**src/rtl/regfile_wb_pkg.sv**
```systemverilog
// Shared definitions for the integer register file and its writeback port.
//
// Contents:
//   - pipe_stage_e   : pipeline stage identifiers used across the core.
//   - REG_N, REG_NREG, REG_AW : default data width, register count, index width.
//   - REG_ZERO       : index of the hardwired-zero register x0.
//   - reg_idx_t      : register index type at the default index width.
package regfile_wb_pkg;

    typedef enum logic [2:0] {
        StageIf,
        StageId,
        StageEx,
        StageMem,
        StageWb
    } pipe_stage_e;

    // The writeback port is fed from the EX/MEM stage register.
    localparam pipe_stage_e WB_SOURCE_STAGE = StageMem;

    localparam int unsigned REG_N    = 32;
    localparam int unsigned REG_NREG = 32;
    localparam int unsigned REG_AW   = 5;
    localparam int unsigned REG_ZERO = 0;

    typedef logic [REG_AW-1:0] reg_idx_t;

endpackage

```
**src/rtl/regfile_scoreboard.sv**
```systemverilog
// Per-register busy scoreboard and issue stall generation.
//
// Ports:
//   clk, reset            : clock, synchronous active-high reset.
//   wb_write, wb_register : writeback in this cycle; clears the matching busy bit.
//   rs1_addr, rs2_addr    : source indices of the instruction at issue.
//   issue_valid/write/rd  : instruction at issue and its destination.
//   flush                 : discard the instruction at issue this cycle.
//   stall                 : hold the instruction at issue (combinational).
//   busy_vec              : registered busy bits, one per register.
module regfile_scoreboard
    import regfile_wb_pkg::*;
#(
    parameter int unsigned NREG = REG_NREG,
    parameter int unsigned AW   = REG_AW
) (
    input  logic            clk,
    input  logic            reset,
    input  logic            wb_write,
    input  logic [AW-1:0]   wb_register,
    input  logic [AW-1:0]   rs1_addr,
    input  logic [AW-1:0]   rs2_addr,
    input  logic            issue_valid,
    input  logic            issue_write,
    input  logic [AW-1:0]   issue_rd,
    input  logic            flush,
    output logic            stall,
    output logic [NREG-1:0] busy_vec
);

    logic [NREG-1:0] busy_q, busy_d;
    logic [NREG-1:0] clr_vec;
    logic [NREG-1:0] hz_vec;
    logic            accept;

    // A register being written back this cycle is no longer a hazard: the
    // read ports bypass the value and the WAW ordering is already resolved.
    always_comb begin
        clr_vec = '0;
        hz_vec  = '0;
        for (int unsigned i = 1; i < NREG; i++) begin
            clr_vec[i] = wb_write && (wb_register == AW'(i));
            hz_vec[i]  = busy_q[i] && !clr_vec[i];
        end
    end

    // Index widths cover NREG exactly, so direct vector indexing is in range.
    assign stall = issue_valid && !flush &&
                   (hz_vec[rs1_addr] || hz_vec[rs2_addr] ||
                    (issue_write && hz_vec[issue_rd]));

    assign accept = issue_valid && !flush && !stall && issue_write &&
                    (issue_rd != AW'(REG_ZERO));

    // Set is applied after clear so a new writer wins over a retiring one.
    always_comb begin
        busy_d = busy_q & ~clr_vec;
        if (accept) begin
            busy_d[issue_rd] = 1'b1;
        end
        busy_d[REG_ZERO] = 1'b0;
    end

    always_ff @(posedge clk) begin
        if (reset) begin
            busy_q <= '0;
        end else begin
            busy_q <= busy_d;
        end
    end

    assign busy_vec = busy_q;

endmodule

```
**src/rtl/regfile_wb.sv**
```systemverilog
// Integer register file with one writeback port, two combinational read ports
// with same-cycle write bypass, x0 hardwired to zero and a busy scoreboard.
//
// Ports:
//   clk, reset            : clock, synchronous active-high reset.
//   wb_write              : writeback enable from the EX/MEM stage register.
//   wb_register, wb_data  : writeback destination index and data.
//   rs1_addr, rs2_addr    : read port indices.
//   rs1_data, rs2_data    : read port data (combinational).
//   issue_valid/write/rd  : instruction presented by decode and its destination.
//   flush                 : discard the presented instruction this cycle.
//   stall                 : presented instruction must be held (combinational).
//   busy_vec              : registered scoreboard bits.
module regfile_wb
    import regfile_wb_pkg::*;
#(
    parameter int unsigned N    = REG_N,
    parameter int unsigned NREG = REG_NREG,
    parameter int unsigned AW   = REG_AW
) (
    input  logic            clk,
    input  logic            reset,
    input  logic            wb_write,
    input  logic [AW-1:0]   wb_register,
    input  logic [N-1:0]    wb_data,
    input  logic [AW-1:0]   rs1_addr,
    input  logic [AW-1:0]   rs2_addr,
    output logic [N-1:0]    rs1_data,
    output logic [N-1:0]    rs2_data,
    input  logic            issue_valid,
    input  logic            issue_write,
    input  logic [AW-1:0]   issue_rd,
    input  logic            flush,
    output logic            stall,
    output logic [NREG-1:0] busy_vec
);

    logic [N-1:0] regs_q [NREG];
    logic         wb_en;

    assign wb_en = wb_write && (wb_register != AW'(REG_ZERO));

    always_ff @(posedge clk) begin
        if (reset) begin
            for (int unsigned i = 0; i < NREG; i++) begin
                regs_q[i] <= '0;
            end
        end else if (wb_en) begin
            regs_q[wb_register] <= wb_data;
        end
    end

    always_comb begin
        rs1_data = regs_q[rs1_addr];
        if (rs1_addr == AW'(REG_ZERO)) begin
            rs1_data = '0;
        end else if (wb_write && (wb_register == rs1_addr)) begin
            rs1_data = wb_data;
        end
    end

    always_comb begin
        rs2_data = regs_q[rs2_addr];
        if (rs2_addr == AW'(REG_ZERO)) begin
            rs2_data = '0;
        end else if (wb_write && (wb_register == rs2_addr)) begin
            rs2_data = wb_data;
        end
    end

    regfile_scoreboard #(
        .NREG (NREG),
        .AW   (AW)
    ) u_scoreboard (
        .clk         (clk),
        .reset       (reset),
        .wb_write    (wb_write),
        .wb_register (wb_register),
        .rs1_addr    (rs1_addr),
        .rs2_addr    (rs2_addr),
        .issue_valid (issue_valid),
        .issue_write (issue_write),
        .issue_rd    (issue_rd),
        .flush       (flush),
        .stall       (stall),
        .busy_vec    (busy_vec)
    );

endmodule

```
**config.mk**
```make
export PLATFORM = sky130hd
export DESIGN_NAME = regfile_wb
export DESIGN_NICKNAME = d
export VERILOG_FILES = /design/src/rtl/regfile_wb_pkg.sv /design/src/rtl/regfile_scoreboard.sv /design/src/rtl/regfile_wb.sv
export SDC_FILE = /design/constraint.sdc
export NUM_CORES = 2
export LEC_CHECK = 0
export CORE_UTILIZATION = 35
export CTS_CLUSTER_DIAMETER = 200
export DETAILED_ROUTE_END_ITERATION = 10
export PLACE_DENSITY_LB_ADDON = 0.2
export SLEW_MARGIN = 25
export SYNTH_ARGS = -nofsm -noshare
export SYNTH_HDL_FRONTEND = slang
export SYNTH_SLANG_ARGS = --single-unit
```
**constraint.sdc**
```tcl
create_clock -name clk -period 9.48 [get_ports clk]
set_clock_uncertainty 0.05 [all_clocks]
set_input_delay 1.896 -clock clk [delete_from_list [all_inputs] [get_ports clk]]
set_output_delay 1.896 -clock clk [all_outputs]
set_load 0.01 [all_outputs]
```
* After elaboration in Yosys (flattened, before gate mapping)
Memory sizes are Yosys's and may differ from the RTL's.
Index checks and enable logic that the tools add are counted.
** Storage, ports and cells
- Bits in writable memories :: 1024
- Output and inout port bits :: 97
- Memories kept :: 1
- Bits in registers :: 32
- Logic and storage cells :: 176
- Input bits :: 58
** Operators by class
- Bitwise operators :: 3
- Reductions and logical operators :: 112
- Equal/unequal tests :: 33
- Order comparisons :: 4
- Multiplexer cells :: 21
** Memories
- regs_q :: depth 32, width 32, read ports 2, clocked after memory_dff 0, write ports 32, RTL line regfile_wb.sv:38 : logic [N-1:0] regs_q [NREG];
** Operator list (number)
- $mux W32 :: 6
- $eq A5 B5 Y1 const B :: 16
- $logic_and A1 B1 Y1 :: 72
- $eq A5 B4 Y1 const B :: 8
- $logic_not A1 Y1 :: 33
- $and A32 B32 Y32 :: 1
- $not A32 Y32 :: 1
- $or A32 B32 Y32 :: 1
- $reduce_or A32 Y1 :: 1
- $eq A5 B3 Y1 const B :: 4
- $lt A5 B6 Y1 const B :: 3
- $bmux W1 S5 :: 3
- $eq A5 B2 Y1 const B :: 2
- $eq A5 B5 Y1 :: 2
- $logic_not A5 Y1 :: 2
- $mux W1 :: 10
- $reduce_bool A5 Y1 :: 2
- $demux W1 S5 :: 1
- $eq A5 B1 Y1 const B :: 1
- $ge A5 B1 Y1 const B :: 1
- $mux W5 :: 1
- $logic_or A1 B1 Y1 :: 2

* Logic depth before layout (Yosys ltp)
- Depth in word-level cells :: 14
- Depth in mapped cells :: 10
- Depth with buffers taken out :: 8

* Cells and area by module
A second synthesis with hierarchy kept.
** Second synthesis, totals
- Cell total of the unflattened synthesis :: 4066
- Area, all modules :: 57239.9 µm²
** Modules (own cells, without submodules)
- regfile_wb :: sequential area each 30749.5 µm², cells each 3740, instances 1, area an instance 54722.5 µm²
- regfile_scoreboard :: sequential area each 620.6 µm², cells each 326, instances 1, area an instance 2517.4 µm²

* Least setup slack after synthesis
No wires, ideal clock.
- Path kind :: input-to-output
- Start point :: in rs1_addr[0]
- End point :: out rs1_data[14]
- Stages on the path :: 7
- Arrival time :: 4136 ps
- Path buffers :: 3
- Slack :: 3398 ps
- Required time :: 7534 ps
- Cells stage by stage :: buf_2 clkbuf_1 buf_1 mux4_2 mux4_2 mux2i_1 a211oi_1
** Between the ends
- Cells in the longest elaborated chain, start to end :: 4
- Elaborated cells between the ends (all ways) :: 6
- Those cells by class :: eq/ne: 1; mux: 2; reduce/logical: 2; memory: 1
** RTL lines
- start: declaration :: RTL line regfile_wb.sv:26 : input logic [AW-1:0] rs1_addr,
- branches (longest 3 deep; another with $mem_v2 Z32 W32)
- $mux W32 * :: RTL line regfile_wb.sv:55 : if (rs1_addr == AW'(REG_ZERO)) begin
- end: declaration :: RTL line regfile_wb.sv:28 : output logic [N-1:0] rs1_data,
Mark *: on every way between the ends.

* Worst setup path in the final report
- Start point :: in wb_register[2]
- End point :: out rs2_data[3]
** Between the ends
- Cells in the longest elaborated chain, start to end :: 4
** RTL lines
- start: declaration :: RTL line regfile_wb.sv:24 : input logic [AW-1:0] wb_register,
- $eq A5 B5 Y1 :: RTL line regfile_wb.sv:66 : end else if (wb_write && (wb_register == rs2_addr)) begin
- $logic_and A1 B1 Y1 :: RTL line regfile_wb.sv:66
- $mux W32 :: RTL line regfile_wb.sv:66
- $mux W32 :: RTL line regfile_wb.sv:64 : if (rs2_addr == AW'(REG_ZERO)) begin
- end: declaration :: RTL line regfile_wb.sv:29 : output logic [N-1:0] rs2_data,
Every way passes these cells.

==> reports/qor.csv <==
metric;value;unit
min_path_type;register to register;
dp_cells;5698;
grt_max_degree;84;
synth_largest_area_cell;edfxtp_1;
dieArea;165000;µm²
cts_resized;0;
drtIter0Drc;4168;
cts_tree;yes;
coreArea;163000;µm²
num_rows;148;
powerDensity;176;nW/µm²
worstPathMaxFanout;41;
die_h;406;µm
timing.fmax;0.130;GHz
mostFrequentLayoutCell;edfxtp_1;
htreeDepth;3;
max-clock-path-buffers;3;
tightest_slew;1.13;ns
root_buffer;clkbuf_16;
area_growth;13.3;%
drcViolationCount;0;
worstReg2RegStart;u_scoreboard.busy_vec[17]$_SDFF_PP0_;
start_kind;primary input;
start_util;35.2;%
io-pin-count;155;
cts_buffers;117;
fin_crit_sh;81.3;%
dp_slack;1.75;ns
synth_cell_types;67;
cp_data_arrival_time;5.76;ns
vias;34600;
wl;206000;µm
clkTransAtPathRegs;0.06;ns
finalMaxSlewViolations;0;
startpoint;wb_register[2];
fin_ws;1.77;ns
synth-seq-cells;1055;
yosysSeqAreaShare;54.8;%
synthTopCellsByArea;edfxtp_1 54%, mux4_2 25%, and2_1 11%;
yosysWarnings;0;
synth_top_area_share;53.8;%
syn_area_per_cell;15.8;µm²
insertion_delay;0.73;ns
synthFlopType;edfxtp_1;
grt_overflow;0;
outcome;completed;
antenna_found_initial;22;
dr.pass1.iters;5;
post_cts_buffers;0;
rsz0062_at_grt;no;
synthArstFlopShare;0;%
portBuffers;153;
gp_congestion;0.864;
tns;0;ns
clock_sinks;1055;
critPathKind;primary input to output port;
final_cell_mix;1024 x edfxtp_1, 993 x and2_1, 640 x mux4_2, 129 x clkdlybuf4s50_1, 119 x clkbuf_16;
leakage;0.0215;µW
drt-vias-per-instance;5.84;
setup_viol_count_final;0;
syn_inst;3632;
grt_usage;24.9;%
holdCritStartpoint;u_scoreboard.busy_vec[6]$_SDFF_PP0_;
ir_drop;0.129;mV
drive_gt1_share;26.9;%
final_util;39.9;%
synth_area;57200;µm²
grt_pass1_wl;283000;µm
fin_nets;3700;
critPathCaptureType;output port;
whs;0.466;ns
maxCapViolCount;0;
dp_hpwl;112000;µm
fill_cells;14800;
slew_headroom;24.5;%
die-width;406;µm
grt_pass1_vias;34800;
crit_required;7.53;ns
wl_per_cell;34.7;µm
final.min_clock_period;7.71;ns
synth_edf_count;1024;
ant_nets;0;
cts_hold_buf;0;
final_hold_viol_count;0;
finalNonFillerCells;5924;
power breakdown:
part	internal, µW	switching, µW	leakage, µW
clock	2460	1980	0.00178
sequential	5370	116	0.0100
combinational	700	821	0.00969
metrics by stage:
step                total power, µW  area (µm²)
global route                  11800       64800
CTS                           11500       64900
detailed placement             7110       61200
floorplan                      6460       57300
global placement               7090       61300
finish                        11400       64800
flip-flops by register name (all words and copies together) (netlist names):
signal / cells
u_scoreboard.busy_vec: 31
regs_q: 1024
layer usage:
| layer | global-route usage (%) | vias to the layer above | share of wire (%) |
|---|---|---|---|
| met1 | 32.1 | 18500 | 39 |
| met4 | 9.53 | 4 | 3.8 |
| met2 | 42.8 | 1555 | 51 |
| met3 | 3.01 | 350 | 6.7 |
| met5 | 0 | - | 0.011 |
| li1 | - | 14200 | - |
final cells by class:
class                           count  area (µm²)  area share [%]
Antenna cell                        4        10.0          0.0154
Clock buffer                      148        3100            4.78
Clock inverter                     74         526           0.811
Inverter                           15        57.6          0.0888
Multi-Input combinational cell   2199       24700            38.1
Sequential cell                  1055       31400            48.4
Tap cell                         2175        2720            4.20
Timing Repair Buffer              254        2320            3.58
worst paths after layout:
kind / end / slack, ns / cells past startpoint
max: rs2_data[3] / 1.77 / 7
min: u_scoreboard.busy_vec[6]$_SDFF_PP0_ / 0.47 / 2
max reg2reg: u_scoreboard.busy_vec[19]$_SDFF_PP0_ / 6.88 / 7
min reg2reg: u_scoreboard.busy_vec[6]$_SDFF_PP0_ / 0.47 / 2
kinds of logic after synthesis:
family,Yosys count,synth area share (%)
other,1,0.00656
AO/OA/AOI/OAI,199,2.47
XOR/XNOR,12,0.184
flip-flops,1055,54.8
AND/OR/NAND/NOR,1236,13.2
buffers and inverters,410,2.75
multiplexers,719,26.6
cell usage after synthesis (all sizes together), types with 13 or more instances:
cell type and number:
a211oi 68, and2 993, buf 89, clkbuf 306
dfxtp 31, edfxtp 1024, inv 15, mux2i 77
mux4 640, nand2 21, nand2b 13, nand3 13
nor2 111, o211ai 15, o21ai 37, o22ai 30
or2 32
worst max-delay path, stage by stage:
cell and delay, ns:
clkdlybuf4s50_1 0.73, xor2_1 0.29, nor4_1 0.47, nand3_4 0.75, buf_4 0.56, a211oi_1 0.38
clkdlybuf4s50_1 0.63
(Power assumes the default switching activity.)
